$ cat config.mk
export PLATFORM = sky130hd
export DESIGN_NAME = multicycle_controller
export DESIGN_NICKNAME = d
export VERILOG_FILES = /design/src/rtl/multicycle_controller.sv
export SDC_FILE = /design/constraint.sdc
export NUM_CORES = 1
export LEC_CHECK = 0
export BUFFER_PORTS_ARGS = -buffer_cell sky130_fd_sc_hd__clkbuf_2
export CORE_UTILIZATION = 40
export CTS_BUF_LIST = sky130_fd_sc_hd__clkbuf_4
export DETAILED_ROUTE_END_ITERATION = 12
export GPL_ROUTABILITY_DRIVEN = 0
export PLACE_DENSITY_LB_ADDON = 0.12
export SETUP_SLACK_MARGIN = 0.1
export SLEW_MARGIN = 10
export SYNTH_ARGS = -nofsm -noshare
export SYNTH_HDL_FRONTEND = slang
export SYNTH_SLANG_ARGS = --single-unit
$ cat constraint.sdc
create_clock -name clk -period 1.7 [get_ports clk]
set_clock_uncertainty 0.1 [all_clocks]
set_input_delay 0.255 -clock clk [delete_from_list [all_inputs] [get_ports clk]]
set_output_delay 0.255 -clock clk [all_outputs]
set_load 0.05 [all_outputs]
$ cat src/rtl/multicycle_controller.sv
// Control FSM for a multicycle ARMv4-subset datapath. Sequences fetch/decode/
// execute/memory/writeback and gates every architectural write by the condition field.
module multicycle_controller (
    input  logic        clk,
    input  logic        reset,
    input  logic [31:0] Instr,
    input  logic [3:0]  ALUFlags,
    output logic        PCWrite,
    output logic        MemWrite,
    output logic        RegWrite,
    output logic        IRWrite,
    output logic        AdrSrc,
    output logic [1:0]  RegSrc,
    output logic [1:0]  ALUSrcA,
    output logic [1:0]  ALUSrcB,
    output logic [1:0]  ResultSrc,
    output logic [1:0]  ImmSrc,
    output logic [3:0]  ALUControl,
    output logic        is_mul
);

    typedef enum logic [3:0] {
        S_FETCH  = 4'd0,
        S_DECODE = 4'd1,
        S_MEMADR = 4'd2,
        S_MEMRD  = 4'd3,
        S_MEMWB  = 4'd4,
        S_MEMWR  = 4'd5,
        S_EXECR  = 4'd6,
        S_EXECI  = 4'd7,
        S_ALUWB  = 4'd8,
        S_BRANCH = 4'd9
    } state_t;

    localparam logic [3:0] ALU_ADD   = 4'b0000;
    localparam logic [3:0] ALU_SUB   = 4'b0001;
    localparam logic [3:0] ALU_AND   = 4'b0010;
    localparam logic [3:0] ALU_ORR   = 4'b0011;
    localparam logic [3:0] ALU_MUL   = 4'b0100;
    localparam logic [3:0] ALU_UMULL = 4'b0101;

    state_t     r_state;
    logic [3:0] r_nzcv;

    logic [1:0] w_op;
    logic [3:0] w_cmd;
    logic [3:0] w_cond;
    logic       w_s;
    logic       w_rd15;
    logic       w_is_mul;
    logic       w_is_umull;
    logic       w_is_cmp;
    logic       w_is_arith;
    logic       w_cond_ex;
    logic [3:0] w_alu_exec;
    logic       w_n, w_z, w_c, w_v;
    logic       w_pc_write;
    logic       w_mem_write;
    logic       w_reg_write;
    logic       w_ir_write;
    logic       w_unused;

    assign w_op       = Instr[27:26];
    assign w_cmd      = Instr[24:21];
    assign w_cond     = Instr[31:28];
    assign w_s        = Instr[20];
    assign w_rd15     = (Instr[15:12] == 4'hF);
    assign w_is_mul   = (w_op == 2'b00) && !Instr[25] && (Instr[7:4] == 4'b1001);
    assign w_is_umull = w_is_mul && Instr[23];
    assign w_is_cmp   = !w_is_mul && (w_cmd == 4'b1010);
    assign w_is_arith = !w_is_mul && ((w_cmd == 4'b0100) || (w_cmd == 4'b0010) || (w_cmd == 4'b1010));
    assign {w_n, w_z, w_c, w_v} = r_nzcv;
    assign w_unused   = ^{Instr[19:16], Instr[11:8], Instr[3:0]};

    always_comb begin
        w_cond_ex = 1'b0;
        case (w_cond)
            4'b0000: w_cond_ex = w_z;
            4'b0001: w_cond_ex = !w_z;
            4'b0010: w_cond_ex = w_c;
            4'b0011: w_cond_ex = !w_c;
            4'b0100: w_cond_ex = w_n;
            4'b0101: w_cond_ex = !w_n;
            4'b0110: w_cond_ex = w_v;
            4'b0111: w_cond_ex = !w_v;
            4'b1000: w_cond_ex = w_c && !w_z;
            4'b1001: w_cond_ex = !w_c || w_z;
            4'b1010: w_cond_ex = (w_n == w_v);
            4'b1011: w_cond_ex = (w_n != w_v);
            4'b1100: w_cond_ex = !w_z && (w_n == w_v);
            4'b1101: w_cond_ex = w_z || (w_n != w_v);
            4'b1110: w_cond_ex = 1'b1;
            default: w_cond_ex = 1'b0;
        endcase
    end

    // Multiply shares the op=00 space, so it must be recognised before the cmd field.
    always_comb begin
        w_alu_exec = ALU_ADD;
        if (w_is_mul) begin
            w_alu_exec = w_is_umull ? ALU_UMULL : ALU_MUL;
        end else begin
            case (w_cmd)
                4'b0100: w_alu_exec = ALU_ADD;
                4'b0010: w_alu_exec = ALU_SUB;
                4'b1010: w_alu_exec = ALU_SUB;
                4'b0000: w_alu_exec = ALU_AND;
                4'b1100: w_alu_exec = ALU_ORR;
                default: w_alu_exec = ALU_ADD;
            endcase
        end
    end

    always_ff @(posedge clk) begin
        if (reset) begin
            r_state <= S_FETCH;
            r_nzcv  <= 4'b0000;
        end else begin
            case (r_state)
                S_FETCH: r_state <= S_DECODE;
                S_DECODE: begin
                    if (!w_cond_ex || (w_op == 2'b11))
                        r_state <= S_FETCH;
                    else if (w_op == 2'b01)
                        r_state <= S_MEMADR;
                    else if (w_op == 2'b10)
                        r_state <= S_BRANCH;
                    else
                        r_state <= Instr[25] ? S_EXECI : S_EXECR;
                end
                S_MEMADR: r_state <= Instr[20] ? S_MEMRD : S_MEMWR;
                S_MEMRD:  r_state <= S_MEMWB;
                S_EXECR, S_EXECI: begin
                    // Logical ops and multiplies keep the previous carry/overflow.
                    if (w_s) begin
                        r_nzcv[3:2] <= ALUFlags[3:2];
                        if (w_is_arith)
                            r_nzcv[1:0] <= ALUFlags[1:0];
                    end
                    r_state <= w_is_cmp ? S_FETCH : S_ALUWB;
                end
                default: r_state <= S_FETCH;
            endcase
        end
    end

    always_comb begin
        w_pc_write  = 1'b0;
        w_mem_write = 1'b0;
        w_reg_write = 1'b0;
        w_ir_write  = 1'b0;
        AdrSrc      = 1'b0;
        RegSrc      = 2'b00;
        ALUSrcA     = 2'b00;
        ALUSrcB     = 2'b00;
        ResultSrc   = 2'b00;
        ImmSrc      = 2'b00;
        ALUControl  = ALU_ADD;
        is_mul      = 1'b0;
        case (r_state)
            S_FETCH: begin
                w_ir_write = 1'b1;
                w_pc_write = 1'b1;
                ALUSrcA    = 2'b01;
                ALUSrcB    = 2'b10;
                ResultSrc  = 2'b10;
            end
            S_DECODE: begin
                ALUSrcA   = 2'b01;
                ALUSrcB   = 2'b10;
                ResultSrc = 2'b10;
                RegSrc    = {(w_op == 2'b01) && !Instr[20], (w_op == 2'b10)};
                ImmSrc    = (w_op == 2'b11) ? 2'b00 : w_op;
            end
            S_MEMADR: begin
                ALUSrcB = 2'b01;
            end
            S_MEMRD: begin
                AdrSrc = 1'b1;
            end
            S_MEMWB: begin
                ResultSrc   = 2'b01;
                w_reg_write = 1'b1;
                w_pc_write  = w_rd15;
            end
            S_MEMWR: begin
                AdrSrc      = 1'b1;
                w_mem_write = 1'b1;
            end
            S_EXECR: begin
                ALUControl = w_alu_exec;
            end
            S_EXECI: begin
                ALUSrcB    = 2'b01;
                ALUControl = w_alu_exec;
            end
            S_ALUWB: begin
                w_reg_write = 1'b1;
                is_mul      = w_is_umull;
                w_pc_write  = w_rd15 && !w_is_mul;
            end
            S_BRANCH: begin
                ALUSrcB    = 2'b01;
                ResultSrc  = 2'b10;
                w_pc_write = 1'b1;
            end
            default: ;
        endcase
    end

    // Write strobes are suppressed combinationally so nothing commits on a reset edge.
    assign PCWrite  = w_pc_write  && !reset;
    assign MemWrite = w_mem_write && !reset;
    assign RegWrite = w_reg_write && !reset;
    assign IRWrite  = w_ir_write  && !reset;

endmodule

==> Word level (Yosys, flattened, before mapping) <==
Cells that the tools add are included.
Widths: inputs -> output; s select.
{ "op_classes": {"n_eq_ne": 34, "mux": 24, "reduce_logical": 41} }
{ "ops": {"columns": ["operator", "n"], "rows": [
  ["$eq 4x4->1 const B", 13],
  ["$eq 4x3->1 const B", 9],
  ["$eq 4x2->1 const B", 5],
  ["$mux 4", 5],
  ["$pmux 4 s5", 1],
  ["$pmux 1 s15", 1],
  ["$logic_and 1x1->1", 13],
  ["$logic_not 4->1", 3],
  ["$reduce_or 2->1", 6],
  ["$logic_not 1->1", 9],
  ["$eq 4x1->1 const B", 2],
  ["$mux 1", 8],
  ["$pmux 2 s2", 2],
  ["$mux 2", 3],
  ["$mux 3", 2],
  ["$pmux 2 s3", 1],
  ["$reduce_or 3->1", 2],
  ["$logic_or 1x1->1", 5],
  ["$eq 2x2->1 const B", 2],
  ["$pmux 1 s3", 1],
  ["$reduce_and 3->1", 1],
  ["$eq 2x1->1 const B", 1],
  ["$logic_not 2->1", 1],
  ["$reduce_and 2->1", 1],
  ["2 further kinds", 2]
]} }
{ "word_totals": {"reg_bits": 8, "inputBits": 38, "output_inout_bits": 20} }

==> Longest topological paths before layout <==
{ "depth": {"word_depth": 7, "mapped_depth": 6, "mapped_depth_nobuf": 6} }

==> Worst setup path before layout <==
OpenSTA, ideal clock, no wires.
{ "synth_timing": {"path_kind": "reg-to-output", "start": "reg r_state[1]", "end": "out PCWrite", "arrival_ns": 2.565, "slack_ns": -1.220, "path_stages_with_launch": 5, "path_buffers": 1, "path_cell_list": "dfxtp_1 -> buf_2 -> or2_2 -> nor3_1 -> a32o_1"} }
{ "synth_via": {"elab_chain_len": 4} }
{ "synth_rtl": {"columns": ["item", "line_no", "source"], "rows": [
  ["start: declaration", "42", "state_t r_state;"],
  ["start signal: assignment", "129", "r_state <= Instr[25] ? S_EXECI : S_EXECR;"],
  ["start signal: assignment", "131", "S_MEMADR: r_state <= Instr[20] ? S_MEMRD : S_MEMWR;"],
  ["start signal: assignment", "140", "r_state <= w_is_cmp ? S_FETCH : S_ALUWB;"],
  ["$eq 4x4->1 / $logic_not 4->1 (equally long branches)", "160", "case (r_state)"],
  ["$reduce_or 2->1 (no line)", null, null],
  ["$pmux 1 s3 *", "160", null],
  ["$logic_and 1x1->1 *", "212", "assign PCWrite = w_pc_write && !reset;"],
  ["end: declaration", "8", "output logic PCWrite,"]
]} }
Every way passes the cells marked *; elsewhere a longest branch is shown, timed or not.

==> Worst setup path after layout <==
{ "layout_timing": {"start": "reg r_state[3]", "end": "out ALUControl[1]"} }
{ "layout_via": {"elab_chain_len": 3} }
{ "layout_rtl": {"columns": ["item", "line_no", "source"], "rows": [
  ["$eq 4x3->1", "160", null],
  ["$reduce_or 2->1 (no line) *", null, null],
  ["$mux 4 *", "160", null],
  ["end: declaration", "18", "output logic [3:0] ALUControl,"]
]} }
Marks and branches as above.

==> impl_metrics.csv <==
group,metric,value,unit
run_status,outcome,"finished, violations left",
run_status,violations,"setup timing",
setup_path,cp-start-kind,"register",
global_routing,grt_pass1_vias,1418,
floorplanning,die_height,51.27,um
floorplanning,die_area,2628,um2
timing,min_period,1997,ps
layout,diodes,0,
layout,final_common_cell,"buf_4",
yosys,synth_fa_ha_area_share,7.732,%
route,wl_per_cell,25.17,um
setup_path,slowest_delay,390,ps
global_routing,grt_max_degree,9,
clock_network,htreeDepth,1,
timing,slew_viol_final,0,
setup_path,cp_cell_sequence,"and2b_1 -> nand2_1 -> or3_4 -> nor3_4 -> buf_8",
worst_hold_path,hold-path-cell-count,3,
job,maxCapViolCount,0,
yosys,synth_top_family_by_area,"simple AND/OR/NAND/NOR gates",
timing,finalSetupViolCount,26,
yosys,synth_seq_cells,8,
timing,fmax,0.5009,GHz
yosys,netlist_instances,127,
route,vias_per_cell,6.460,
clock_network,ctsLongestPathBuffers,2,
clock_network,clkSlewWorstSetupHoldPaths,70,ps
placed_design,place_worst_setup_slack,-185.6,ps
yosys,synth_cell_types,44,
layout,nets,257,
layout,drive_gt1_share,69.19,%
timing,tns,-3397,ps
yosys,yosys.area_share.simple,34.15,%
global_routing,track_usage,34.32,%
layout,final_cell_mix,"buf_4 (32), clkbuf_2 (23), buf_8 (13)",
setup_path,rr_worst_depth,7,
setup_path,slowest_stage,"or3_4",
route,first_pass_iters,5,
route,routed.top_layer,"met4",
placed_design,hpwl,2138,um
yosys,synth_xor_area_share,3.608,%
clock_network,cts_tree,"done",
floorplanning,num_rows,17,
clock_network,cts_sinks,8,
global_routing,antenna_found_initial,0,
floorplanning,fp.dieW,51.27,um
global_routing,overflow,0,
route,final_antenna_net_count,0,
global_routing,grt_pass1_wl,6672,um
floorplanning,core_area,2255,um2
layout,synthToLayoutAreaGrowth,120.7,%
timing,final_hold_viol_count,0,
yosys,ys_seq_area_share,16.49,%
setup_path,crit_fanout,2,
timing,post-route-period-util,117.4,%
yosys,yosysWarningCount,0,
route,drc,0,
yosys,synth.avg_cell_area,7.645,um2
setup_path,arrival,1640,ps
placed_design,portBuffers,43,
power_and_ir_drop,leakage,0.9498,nW
floorplanning,start_util,43.06,%
route,drt-met1-wl,1853,um
timing,layout_setup_ws,-296.5,ps
route,drt_iter0_markers,73,
power_and_ir_drop,peakVddDrop,0.0003469,V
route,wl_met3,668,um
clock_network,clock_latency,290,ps
clock_network,root_buffer,"clkbuf_4",
route,wl,6015,um
setup_path,critical_path_class,"register to output pin",
yosys,synth_compound_area_share,18.94,%
yosys,synth_area,970.9,um2
power_and_ir_drop,powerDensity,444.0,nW/um2
clock_network,cts_made_buffers,3,
worst_hold_path,min_path_type,"primary input to register",
route,vias,1544,
route,route.met2.wl,2871,um
setup_path,endpoint_kind,"output pin",
floorplanning,pin_count,58,
yosys,synth_mux_area_share,8.376,%
timing,rsz0062_at_grt,"true",
setup_path,cp.required,1340,ps
power breakdown:
group	leakage (nW)	internal [mW]	switching, mW
Sequential	0.0688	0.191	0.0130
Combinational	0.867	0.250	0.323
Clock	0.0138	0.0823	0.0920
Total	0.950	0.524	0.428
flip-flops by register name (all words and copies together) (netlist names):
name and flops:
r_nzcv 4, r_state 4
per-stage QoR:
| stage | utilization [%] | power [mW] | instance area, um2 | hold WS (ps) | std cells |
|---|---|---|---|---|---|
| 2_1_floorplan | - | 0.4386 | 1100 | 298.9 | 128 |
| 3_3_place_gp | 66.48 | 0.5504 | 1499 | 371.3 | 214 |
| 3_5_place_dp | 66.48 | 0.5573 | 1499 | 372.3 | 214 |
| 4_1_cts | 86.46 | 0.8159 | 1949 | 134.8 | 235 |
| 5_1_grt | 95.06 | 0.9792 | 2143 | 122.2 | 239 |
| 6_report | 95.06 | 0.9517 | 2143 | 121.0 | 239 |
routing by layer:
metal	vias up	track usage (%)
met5	-	0
met3	66	8.929
li1	619	-
met4	0	18.47
met1	700	33.69
met2	159	64.69
layout make-up:
type                       count  area [um2]
multi-input combinational    106        1046
timing repair buffer          88       827.0
sequential                     8       177.7
fill                          60       111.4
inverter                       6       35.03
tap                           28       35.03
clock buffer                   3       22.52
worst max-delay path: cells and delay by family (launching register included):
kind | cells | cell delay (ps)
and+or+nand+nor | 4 | 870
DFF | 1 | 340
buffers and inverters | 1 | 160
cells in the mapped netlist (all sizes together):
library cell	number	share of area, %
nand2	12	4.6
nor2	12	4.6
nor3	10	5.2
dfxtp	8	16
mux2i	7	7.2
buf	6	5.2
ha	6	7.7
inv	6	2.3
and2	5	3.4
nor2b	5	3.2
o21ai	5	2.6
a21oi	4	2.1
nand3	4	2.6
nor3b	3	2.8
o32ai	3	2.7
a211oi	2	1.5
a32oi	2	1.8
clkbuf	2	2.8
o21bai	2	1.5
or3	2	1.3
xnor2	2	1.8
xor2	2	1.8
a311oi	1	1.5
a31oi	1	0.64
a32o	1	1.0
and2b	1	0.77
and3b	1	0.90
and4	1	0.90
conb	1	0.39
mux2	1	1.2
nand2b	1	0.64
nand4bb	1	1.2
nor4	1	0.64
o211ai	1	1.3
o21a	1	0.77
o22ai	1	0.64
o31ai	1	0.77
or2	1	0.64
or4	1	0.77
what timing repair did:
action	in CTS	in global routing
endpoints found under the hold margin	0	0
pin swaps	17	13
gates resized for setup	79	40
hold buffers	0	0
buffers inserted	19	4
endpoints found under the setup margin	22	26
cloned	1	0
worst paths after layout:
| kind | start | to | slack, ps |
|---|---|---|---|
| setup / recovery | r_state[3] | ALUControl[1] | -300 |
| hold / removal | ALUFlags[2] | r_nzcv[2] | 120 |
| setup reg to reg | r_state[3] | r_state[2] | -170 |
| hold reg to reg | r_state[0] | r_state[0] | 420 |
cell families after synthesis:
logic type | Yosys count
compound gates | 25
xor+xnor | 4
fa+ha+maj | 6
buf+inv | 14
flops | 8
mux | 8
other cells | 1
simple gates | 61
(Power assumes the default switching activity.)
